$ cat config.mk
export PLATFORM = sky130hd
export DESIGN_NAME = flash_audio_sequencer
export DESIGN_NICKNAME = d
export VERILOG_FILES = /design/src/rtl/flash_audio_pkg.sv /design/src/rtl/flash_addr_step.sv /design/src/rtl/flash_audio_sequencer.sv
export SDC_FILE = /design/constraint.sdc
export NUM_CORES = 1
export LEC_CHECK = 0
export BUFFER_PORTS_ARGS = -buffer_cell sky130_fd_sc_hd__buf_4
export CAP_MARGIN = 20
export CORE_MARGIN = 5
export CORE_UTILIZATION = 29
export CTS_CLUSTER_DIAMETER = 40
export DETAILED_ROUTE_END_ITERATION = 8
export GPL_ROUTABILITY_DRIVEN = 1
export PLACE_DENSITY_LB_ADDON = 0.12
export SYNTH_ARGS = -nofsm -noshare
export SYNTH_HDL_FRONTEND = slang
export SYNTH_SLANG_ARGS = --single-unit
$ cat constraint.sdc
create_clock -name clk -period 6.4 [get_ports clk]
set_input_delay 0.96 -clock clk [delete_from_list [all_inputs] [get_ports clk]]
set_output_delay 0.96 -clock clk [all_outputs]
set_load 0.005 [all_outputs]
$ cat src/rtl/flash_audio_pkg.sv
// Shared types and constants for the flash audio playback path.
// Provides the sequencer state encoding and 32-bit word to 16-bit sample half selection.
package flash_audio_pkg;

    localparam int FLASH_ADDR_W = 23;
    localparam int FLASH_DATA_W = 32;
    localparam int SAMPLE_W     = 16;

    typedef enum logic [1:0] {
        STOPPED   = 2'd0,
        FETCH     = 2'd1,
        WAIT_DATA = 2'd2,
        READY     = 2'd3
    } seq_state_t;

    // hi=1 picks bits 31:16, hi=0 picks bits 15:0
    function automatic logic [SAMPLE_W-1:0] select_half(
        input logic [FLASH_DATA_W-1:0] word,
        input logic                    hi
    );
        logic [SAMPLE_W-1:0] res;
        if (hi) begin
            res = word[FLASH_DATA_W-1:SAMPLE_W];
        end else begin
            res = word[SAMPLE_W-1:0];
        end
        return res;
    endfunction

endpackage

$ cat src/rtl/flash_addr_step.sv
// Combinational next word address inside the window [base, base+max_offset].
// Forward wraps the last word to base; reverse wraps base to the last word.
module flash_addr_step
    import flash_audio_pkg::*;
(
    input  logic [FLASH_ADDR_W-1:0] i_addr,
    input  logic                    i_dir,
    input  logic [FLASH_ADDR_W-1:0] i_base,
    input  logic [FLASH_ADDR_W-1:0] i_max_offset,
    output logic [FLASH_ADDR_W-1:0] o_next_addr
);

    logic [FLASH_ADDR_W-1:0] w_last;

    assign w_last = i_base + i_max_offset;

    // step by one word in the selected direction, wrapping at the window edges
    always_comb begin
        o_next_addr = i_addr;
        if (i_dir) begin
            if (i_addr == i_base) begin
                o_next_addr = w_last;
            end else begin
                o_next_addr = i_addr - {{(FLASH_ADDR_W-1){1'b0}}, 1'b1};
            end
        end else begin
            if (i_addr == w_last) begin
                o_next_addr = i_base;
            end else begin
                o_next_addr = i_addr + {{(FLASH_ADDR_W-1){1'b0}}, 1'b1};
            end
        end
    end

endmodule

$ cat src/rtl/flash_audio_sequencer.sv
// Fetches 32-bit words from flash over Avalon-MM and releases them as two
// 16-bit samples, one per sample_tick, with play/pause, reverse and restart.
module flash_audio_sequencer
    import flash_audio_pkg::*;
#(
    parameter logic [FLASH_ADDR_W-1:0] BASE       = 23'h0,
    parameter logic [FLASH_ADDR_W-1:0] MAX_OFFSET = 23'h7FFFF,
    parameter int                      UNDERRUN_W = 16
) (
    input  logic                    clk,
    input  logic                    reset,
    input  logic                    play,
    input  logic                    reverse,
    input  logic                    restart,
    input  logic                    sample_tick,
    output logic                    flash_mem_read,
    output logic [FLASH_ADDR_W-1:0] flash_mem_address,
    output logic [3:0]              flash_mem_byteenable,
    input  logic                    flash_mem_waitrequest,
    input  logic [FLASH_DATA_W-1:0] flash_mem_readdata,
    input  logic                    flash_mem_readdatavalid,
    output logic [SAMPLE_W-1:0]     audio_sample,
    output logic                    sample_valid,
    output logic [UNDERRUN_W-1:0]   underrun_count
);

    localparam logic [FLASH_ADDR_W-1:0] LAST_ADDR = BASE + MAX_OFFSET;
    localparam logic [UNDERRUN_W-1:0]   UNDERRUN_MAX = {UNDERRUN_W{1'b1}};
    localparam logic [UNDERRUN_W-1:0]   UNDERRUN_ONE = {{(UNDERRUN_W-1){1'b0}}, 1'b1};

    seq_state_t              r_state;
    logic [FLASH_ADDR_W-1:0] r_addr;
    logic [FLASH_DATA_W-1:0] r_word;
    logic                    r_half;
    logic                    r_dir_q;
    logic                    r_restart_pending;
    logic                    r_read;
    logic [SAMPLE_W-1:0]     r_sample;
    logic                    r_valid;
    logic [UNDERRUN_W-1:0]   r_underrun;

    seq_state_t              w_state_nxt;
    logic [FLASH_ADDR_W-1:0] w_addr_nxt;
    logic [FLASH_DATA_W-1:0] w_word_nxt;
    logic                    w_half_nxt;
    logic                    w_dir_nxt;
    logic                    w_pending_nxt;
    logic [SAMPLE_W-1:0]     w_sample_nxt;
    logic                    w_valid_nxt;
    logic [UNDERRUN_W-1:0]   w_underrun_nxt;

    logic [FLASH_ADDR_W-1:0] w_step_addr;
    logic [FLASH_ADDR_W-1:0] w_restart_addr;
    logic                    w_tick_run;
    logic [UNDERRUN_W-1:0]   w_underrun_inc;
    seq_state_t              w_restart_state;

    flash_addr_step u_addr_step (
        .i_addr       (r_addr),
        .i_dir        (r_dir_q),
        .i_base       (BASE),
        .i_max_offset (MAX_OFFSET),
        .o_next_addr  (w_step_addr)
    );

    assign w_restart_addr  = reverse ? LAST_ADDR : BASE;
    assign w_restart_state = play ? FETCH : STOPPED;
    assign w_tick_run      = sample_tick & play;
    assign w_underrun_inc  = (r_underrun == UNDERRUN_MAX) ? r_underrun : (r_underrun + UNDERRUN_ONE);

    // next-state and datapath decisions for the fetch/playback sequencer
    always_comb begin
        w_state_nxt    = r_state;
        w_addr_nxt     = r_addr;
        w_word_nxt     = r_word;
        w_half_nxt     = r_half;
        w_dir_nxt      = r_dir_q;
        w_pending_nxt  = r_restart_pending;
        w_sample_nxt   = r_sample;
        w_valid_nxt    = 1'b0;
        w_underrun_nxt = r_underrun;

        case (r_state)
            STOPPED: begin
                if (restart) begin
                    w_addr_nxt  = w_restart_addr;
                    w_state_nxt = w_restart_state;
                end else if (play) begin
                    w_state_nxt = FETCH;
                end else begin
                    w_state_nxt = STOPPED;
                end
            end
            FETCH: begin
                // address must stay put while the request is outstanding
                if (restart) begin
                    w_pending_nxt = 1'b1;
                end else begin
                    w_pending_nxt = r_restart_pending;
                end
                if (!flash_mem_waitrequest) begin
                    w_state_nxt = WAIT_DATA;
                end else begin
                    w_state_nxt = FETCH;
                end
                if (w_tick_run) begin
                    w_underrun_nxt = w_underrun_inc;
                end else begin
                    w_underrun_nxt = r_underrun;
                end
            end
            WAIT_DATA: begin
                if (flash_mem_readdatavalid) begin
                    if (restart || r_restart_pending) begin
                        w_addr_nxt    = w_restart_addr;
                        w_pending_nxt = 1'b0;
                        w_state_nxt   = w_restart_state;
                    end else begin
                        w_word_nxt  = flash_mem_readdata;
                        w_dir_nxt   = reverse;
                        w_half_nxt  = reverse;
                        w_state_nxt = READY;
                    end
                end else if (restart) begin
                    w_pending_nxt = 1'b1;
                end else begin
                    w_pending_nxt = r_restart_pending;
                end
                if (w_tick_run) begin
                    w_underrun_nxt = w_underrun_inc;
                end else begin
                    w_underrun_nxt = r_underrun;
                end
            end
            READY: begin
                // restart beats a coincident tick; pause simply ignores ticks
                if (restart) begin
                    w_addr_nxt  = w_restart_addr;
                    w_state_nxt = w_restart_state;
                end else if (w_tick_run) begin
                    w_sample_nxt = select_half(r_word, r_half);
                    w_valid_nxt  = 1'b1;
                    if (r_half == r_dir_q) begin
                        w_half_nxt = ~r_half;
                    end else begin
                        w_addr_nxt  = w_step_addr;
                        w_state_nxt = FETCH;
                    end
                end else begin
                    w_state_nxt = READY;
                end
            end
            default: begin
                w_state_nxt = STOPPED;
            end
        endcase
    end

    // state and output registers
    always_ff @(posedge clk) begin
        if (reset) begin
            r_state           <= STOPPED;
            r_addr            <= BASE;
            r_word            <= {FLASH_DATA_W{1'b0}};
            r_half            <= 1'b0;
            r_dir_q           <= 1'b0;
            r_restart_pending <= 1'b0;
            r_read            <= 1'b0;
            r_sample          <= {SAMPLE_W{1'b0}};
            r_valid           <= 1'b0;
            r_underrun        <= {UNDERRUN_W{1'b0}};
        end else begin
            r_state           <= w_state_nxt;
            r_addr            <= w_addr_nxt;
            r_word            <= w_word_nxt;
            r_half            <= w_half_nxt;
            r_dir_q           <= w_dir_nxt;
            r_restart_pending <= w_pending_nxt;
            r_read            <= (w_state_nxt == FETCH);
            r_sample          <= w_sample_nxt;
            r_valid           <= w_valid_nxt;
            r_underrun        <= w_underrun_nxt;
        end
    end

    assign flash_mem_read       = r_read;
    assign flash_mem_address    = r_addr;
    assign flash_mem_byteenable = 4'hF;
    assign audio_sample         = r_sample;
    assign sample_valid         = r_valid;
    assign underrun_count       = r_underrun;

endmodule

==> metrics.md, run 1 <==
| Metric | Value |
|---|---|
| Status | completed |
| FF-to-FF setup slack | roughly 3.8 ns |
| # resized after CTS | 0 |
| Die area | approximately 21000 um2 |
| Post-CTS Hold Buffers | 0 |
| Top Metal Used | met4 |
| Hold WS | 0.453 ns |
| Final wirelength | ~15000 um |
| Ratio of cells with drive above 1 in the final layout | 20.6% |
| Global-route wire length before repair | 25200 um |
| CP required | roughly 6.6 ns |
| Ys async rst share | 0% |
| Worst-path cell chain | ha_1 -> nand3_1 -> nor4_4 -> and3_1 -> nor2_1 -> a211oi_1 -> a221oi_2 |
| Number of synthesized flops with an enable pin | 0 |
| Layout Skew | 0.00995 ns |
| Vias in the first global route | roughly 4800 |
| Routed vias/inst | 5.16 |
| WL per Instance | 16.4 um |
| Mean Syn Cell Area | 8.05 um2 |
| Largest net degree at the start of global routing | 93 |
| Least-Margin Pin Slew | roughly 1.1 ns |
| Starting density of the core | 29.2% |
| Initial antenna violation count | 0 |
| Leak Pwr | 0.00218 uW |
| Hold Crit Class | reg -> reg |
| CP Max Fanout | 10 |
| CP Class | reg -> reg |
| Post-CTS setup buffers | 0 |
| Routed wl met3 | 758 um |
| Area growth syn-to-layout | 21.7% |
| HPWL Detailed | 10600 um |
| Final Max Slew Viols | 0 |
| Worst-path clk slew | about 0.08 ns |
| Final GP Congestion | 0.831 |
| Worst Reg-to-Reg Cells | 7 |
| Met1 Wirelength | 7230 um |
| # setup viols final | 0 |
| R2r endpoint | flash_mem_address[17] |
| Kind of end point of the critical path | register |
| Reg-to-Reg Start | flash_mem_address[0] |
| Cells after Synth | ~650 |
| Critical Path Source Type | register |
| Core area | 17800 um2 |
| CTS max path bufs | 2 |
| H-tree depth | 3 |
| Filler cells | 1892 |
| CTS tree | yes |
| Peak Freq | 0.382 GHz |
| Hold Path End | r_word[18] |
| Power Dens Cells | approximately 210 nW/um2 |
| Boundary Pins | 101 |
| Routed via count | 4849 |
| TritonRoute pass-1 iters | 5 |
| Cell at the slowest stage of the critical path | dfxtp_1 |
| Area leader, netlist | dfxtp_1 |
| Hold path depth | 2 |
| Synth cell types | 78 |
| Maximum vdd drop | 0.161 mV |
| Root Driver | clkbuf_16 |
| Post-synth top area share | 36.3% |
| Tmin final | 2.62 ns |
| I/O Buffers | 96 |
| Clk sinks | 94 |
| Post-synthesis sequential area ratio | 36.3% |
| CP Data Arrival Time | 2.80 ns |
| Final TNS setup | 0 ns |
| Synthesized area | 5190 um2 |
| Synth top area cells | dfxtp_1, a21oi_1, nand2_1, nor2_1, xnor2_1 |
| Antenna Violating Nets Remaining | 0 |
| Max_cap viols | 0 |
| Register bit total from synthesis | 94 |
| Max-slew headroom | 27.2% |
| Clk_lat worst skew | 0.35 ns |
| Slowest stage delay, CP | 0.63 ns |
| DRC violations left | 0 |
| RSZ-0062 raised after global routing | false |
| Final Hold Viols | 0 |
| Die Wd | 144 um |
| Hold_sp | r_word[18] |
| Total GRT Usage | 15.1% |
| Chip Height | between 100 and 150 um |
| Period utilization | between 40% and 50% |
| Total power | 1350 uW |
| Met2 WL | 7220 um |
| Grt total ovfl | 0 |
| Ys Warns | 0 |
| Row count | 49 |
| Drt initial violations | 291 |
| Total CTS buffers | 9 |
| Top FF cell, synth | dfxtp_1 |
| Diode count | 0 |
| Nets | 754 |
==> routing by layer <==
| metal | up-vias | GRT usage (%) |
|---|---|---|
| met1 | 2293 | 20.2 |
| li1 | 2412 | - |
| met4 | 0 | 4.11 |
| met3 | 12 | 3.00 |
| met2 | 132 | 24.7 |
| met5 | - | 0 |
==> power by group <==
part           internal (uW)  total (uW)  switching (uW)
Combinational           68.5         152            83.7
Clock                    313         578             265
Sequential               594         620            25.8
==> flip-flops by register name, indices dropped and copies added (netlist names) <==
signal / flops
r_word: 32
flash_mem_address: 23
audio_sample: 16
underrun_count: 16
r_state: 2
flash_mem_read: 1
r_dir_q: 1
r_half: 1
r_restart_pending: 1
sample_valid: 1
==> worst max-delay path by stage <==
| stage | startpoint | endpoint | slack (ns) |
|---|---|---|---|
| final | flash_mem_address[0] | flash_mem_address[17] | 3.78 |
| after global routing | flash_mem_address[0] | flash_mem_address[17] | 3.55 |
| after CTS | flash_mem_address[0] | flash_mem_address[17] | 3.78 |
| after detailed placement | restart | flash_mem_address[2] | 3.49 |
| after global placement | restart | flash_mem_address[2] | 3.56 |
| after floorplan | restart | flash_mem_address[19] | 3.94 |
==> synthesized netlist by cell type, types with 4 or more instances <==
library cell   n
dfxtp_1       94
nand2_1       93
a21oi_1       75
nor2_1        58
clkbuf_1      28
nand3_1       22
xnor2_1       21
a211oi_1      18
buf_2         16
mux2i_1       16
o21ai_0       16
inv_1         12
nand4_1       11
nor3_1        11
xor2_1        11
o21ai_1       10
ha_1           9
a31oi_1        7
and3_1         5
and4_1         5
buf_1          5
buf_4          5
nor2b_1        5
o22ai_1        5
or3_1          5
nor4_1         4
==> kinds of logic (layout without fill, tap and decap cells) <==
kind of cell | Yosys count | count (layout) | share of synthesized area (%)
adders and majority gates | 9 | 9 | 2.17
muxes | 16 | 16 | 3.09
and+or+nand+nor | 250 | 250 | 24.8
other | 1 | 4 | 0.0723
buffers and inverters | 69 | 131 | 6.03
AOI/OAI and AO/OA | 173 | 173 | 21.9
xor gates and xnor gates | 33 | 33 | 5.71
DFF | 94 | 94 | 36.3
==> through the flow <==
stage / worst slack [ns] / instance area (um2) / utilization, % / std cells
floorplan: 3.94 / 5200 / - / 648
global route: 3.55 / 6310 / 35.5 / 939
finish: 3.78 / 6310 / 35.5 / 939
global placement: 3.56 / 6000 / 33.7 / 923
detailed placement: 3.49 / 6000 / 33.7 / 923
CTS: 3.78 / 6310 / 35.5 / 939
==> worst max-delay path, delay by kind of cell, from the launching register on <==
family	cells	cell delay [ns]
AND/OR/NAND/NOR	4	1.06
adder cells (fa/ha/maj)	1	0.32
flip-flops	1	0.63
AO/OA/AOI/OAI	2	0.44
==> layout make-up <==
type	instances	area [um2]	area share [%]
clock buffers	9	225	3.57
clock inverters	7	92.6	1.47
inverters	13	48.8	0.773
multi-input cells	485	3010	47.7
flip-flops and latches	94	1880	29.8
well taps	229	287	4.54
repair buffers	102	766	12.1
==> cells in the final DEF (no fill, tap or decap), drive strengths merged, types with 6 or more instances in the layout <==
cell	Yosys	layout
buf	28	102
a31oi	7	7
clkbuf	28	9
nor3	14	14
and3	6	6
inv	13	15
ha	9	9
nor2	59	59
nor4	7	7
mux2i	16	16
xnor2	22	22
dfxtp	94	94
a211oi	18	18
nand3	22	22
xor2	11	11
a21oi	75	75
o21ai	27	27
nand4	13	13
nand2	95	95
(Power assumes the default switching activity.)
==> run 2, diff against run 1 <==
Clock period 6.4 ns to 2.5 ns, I/O delays scaled along.
==> run 2 against run 1 <==
Net effect: hold slack got worse by 0.20 ns; sequential share of layout area decreased by 0.81 points; clock power increased to 2.5 times the previous value; total power increased to 2.6 times the previous value; die area unchanged; wire length about the same; final cell count increased by 2.6%; register-to-register slack got worse by 3.6 ns; critical path type unchanged; clock skew decreased by 0.0037 ns; critical path depth increased by 1.
==> metrics.md, run 2 (synthesized netlist as in run 1, its figures left out) <==
| Metric | Value |
|---|---|
| # setup viols final | 0 |
| Setup slack after layout | 0.196 ns |
| Register Area | 1880 um2 |
| Kind of end point of the critical path | register |
| Critical Path Source Type | register |
| Area growth syn-to-layout | 25.2% |
| Routed vias/inst | 5.07 |
| Most common cell after layout, fill and taps aside | buf_4 |
| Multi-input gate area | 3020 um2 |
| Row count | 49 |
| Number of flip-flops in the largest register | 32 |
| H-tree depth | 3 |
| Fin area | about 6500 um2 |
| HPWL Detailed | 11000 um |
| CP Max Fanout | 13 |
| Power Dens Cells | 536 nW/um2 |
| Fin util | 36.5% |
| Layout Skew | 0.00628 ns |
| Boundary Pins | between 100 and 150 |
| Hold WS | 0.250 ns |
| Max_cap viols | 0 |
| Die area | just over 20000 um2 |
| Chip Height | around 140 um |
| Hold path depth | 2 |
| Worst Reg-to-Reg Cells | 8 |
| Drt initial violations | 319 |
| Starting density of the core | between 20% and 30% |
| Gr busiest metal | met2 |
| Final Hold Viols | 0 |
| Die Wd | 144 um |
| Diode count | 0 |
| Largest net degree at the start of global routing | 51 |
| Max-slew headroom | 45.5% |
| Hold_sp | flash_mem_readdatavalid |
| Tmin final | 2.30 ns |
| Root Driver | clkbuf_16 |
| Worst-path clk slew | 0.07 ns |
| Leak Pwr | about 0.0023 uW |
| CP Class | reg -> reg |
| Ratio of cells with drive above 1 in the final layout | 23.3% |
| Final TNS setup | 0 ns |
| Maximum vdd drop | 0.336 mV |
| DRC violations left | 0 |
| Reg-to-Reg Start | r_state[0] |
| WL per Instance | 16.0 um |
| Vias in the first global route | 4780 |
| RSZ-0062 raised after global routing | false |
| Hold Crit Class | in -> reg |
| Final GP Congestion | 0.899 |
| Period utilization | 92.2% |
| CTS max path bufs | 2 |
| Global-route wire length before repair | approximately 25000 um |
| Post-placement cell area | 6170 um2 |
| Initial antenna violation count | 0 |
| I/O Buffers | 96 |
| Pre-CTS setup slack | 0.117 ns |
| Clk sinks | 94 |
| Total GRT Usage | 14.8% |
| CTS tree | yes |
| Least-Margin Pin Slew | 0.810 ns |
| Nets | 778 |
| Largest Register | r_word |
| CP Data Arrival Time | around 2.6 ns |
| Core area | 17800 um2 |
| Hold Path End | r_restart_pending |
| Grt met3 use | under 10% |
| Clk_lat worst skew | 0.35 ns |
| Antenna Violating Nets Remaining | 0 |
| Critical path startpoint | r_state[0] |
| FF-to-FF setup slack | 0.20 ns |
| Met2 Use GR | 24.5% |
| Post-CTS Hold Buffers | 0 |
| CP required | 2.76 ns |
| Final wirelength | 15400 um |
| Routed via count | 4884 |
| R2r endpoint | flash_mem_address[10] |
| Total CTS buffers | 9 |
| Grt total ovfl | 0 |
| Most frequent cells in the layout | buf_4, nand2_1, dfxtp_1, a21oi_1, nor2_1 |
| Filler cells | 1888 |
| Final Max Slew Viols | 0 |
| Peak Freq | ~0.43 GHz |
| TritonRoute pass-1 iters | 5 |
| GR Util met1 | between 10% and 20% |
| Status | completed |
==> run 2: changes by cell type in the layout (fill, tap and decap cells not counted) <==
cell and change:
and2_2 -1, and2_4 +1, buf_4 +24, clkinv_4 -2, clkinvlp_4 +1, dfxtp_1 -1, dfxtp_2 +1, inv_6 +1
==> run 2: where the power goes <==
part	leakage (uW)	total, uW	switching [uW]	internal [uW]
clock network	0.000151	1470	671	801
registers	0.000761	1570	48.5	1520
logic	0.00139	438	236	203
==> run 2: how the worst max path moves through the flow <==
stage                                  to  slack [ns]
floorplan            flash_mem_address[2]        0.41
global route        flash_mem_address[10]        0.02
CTS                 flash_mem_address[17]        0.09
global placement    flash_mem_address[17]        0.16
detailed placement  flash_mem_address[17]        0.12
finish              flash_mem_address[10]        0.20
==> run 2: stage by stage <==
stage / power [uW] / cells
2_1_floorplan: 1870 / 648
3_3_place_gp: 2040 / 946
3_5_place_dp: 2040 / 946
4_1_cts: 3530 / 962
5_1_grt: 3650 / 963
6_report: 3480 / 963
==> run 2: per-layer routing <==
layer	vias to the layer above	wire (um)
li1	2459	-
met1	2306	6950
met2	107	7360
met3	12	874
met4	0	176
met5	-	0
==> run 2: area by class of cell <==
type	instances	area share, %
clock inverter	7	1.41
tap	229	4.41
sequential	94	29.0
clock buffer	9	3.47
timing repair buffer	126	14.6
multi-input combinational	485	46.4
inverter	13	0.751
==> run 2: timing repair <==
action                     in CTS  in global routing
setup endpoints to repair       0                  8
setup buffers                   0                  1
resized for setup               0                  2
==> run 2: critical path, cell delays in order (launching register included) <==
cell	delay, ns
dfxtp_1	0.42
inv_1	0.11
ha_1	0.30
a221oi_4	0.42
and2_4	0.28
buf_4	0.24
a21oi_1	0.09
o21a_1	0.14
a311oi_1	0.22
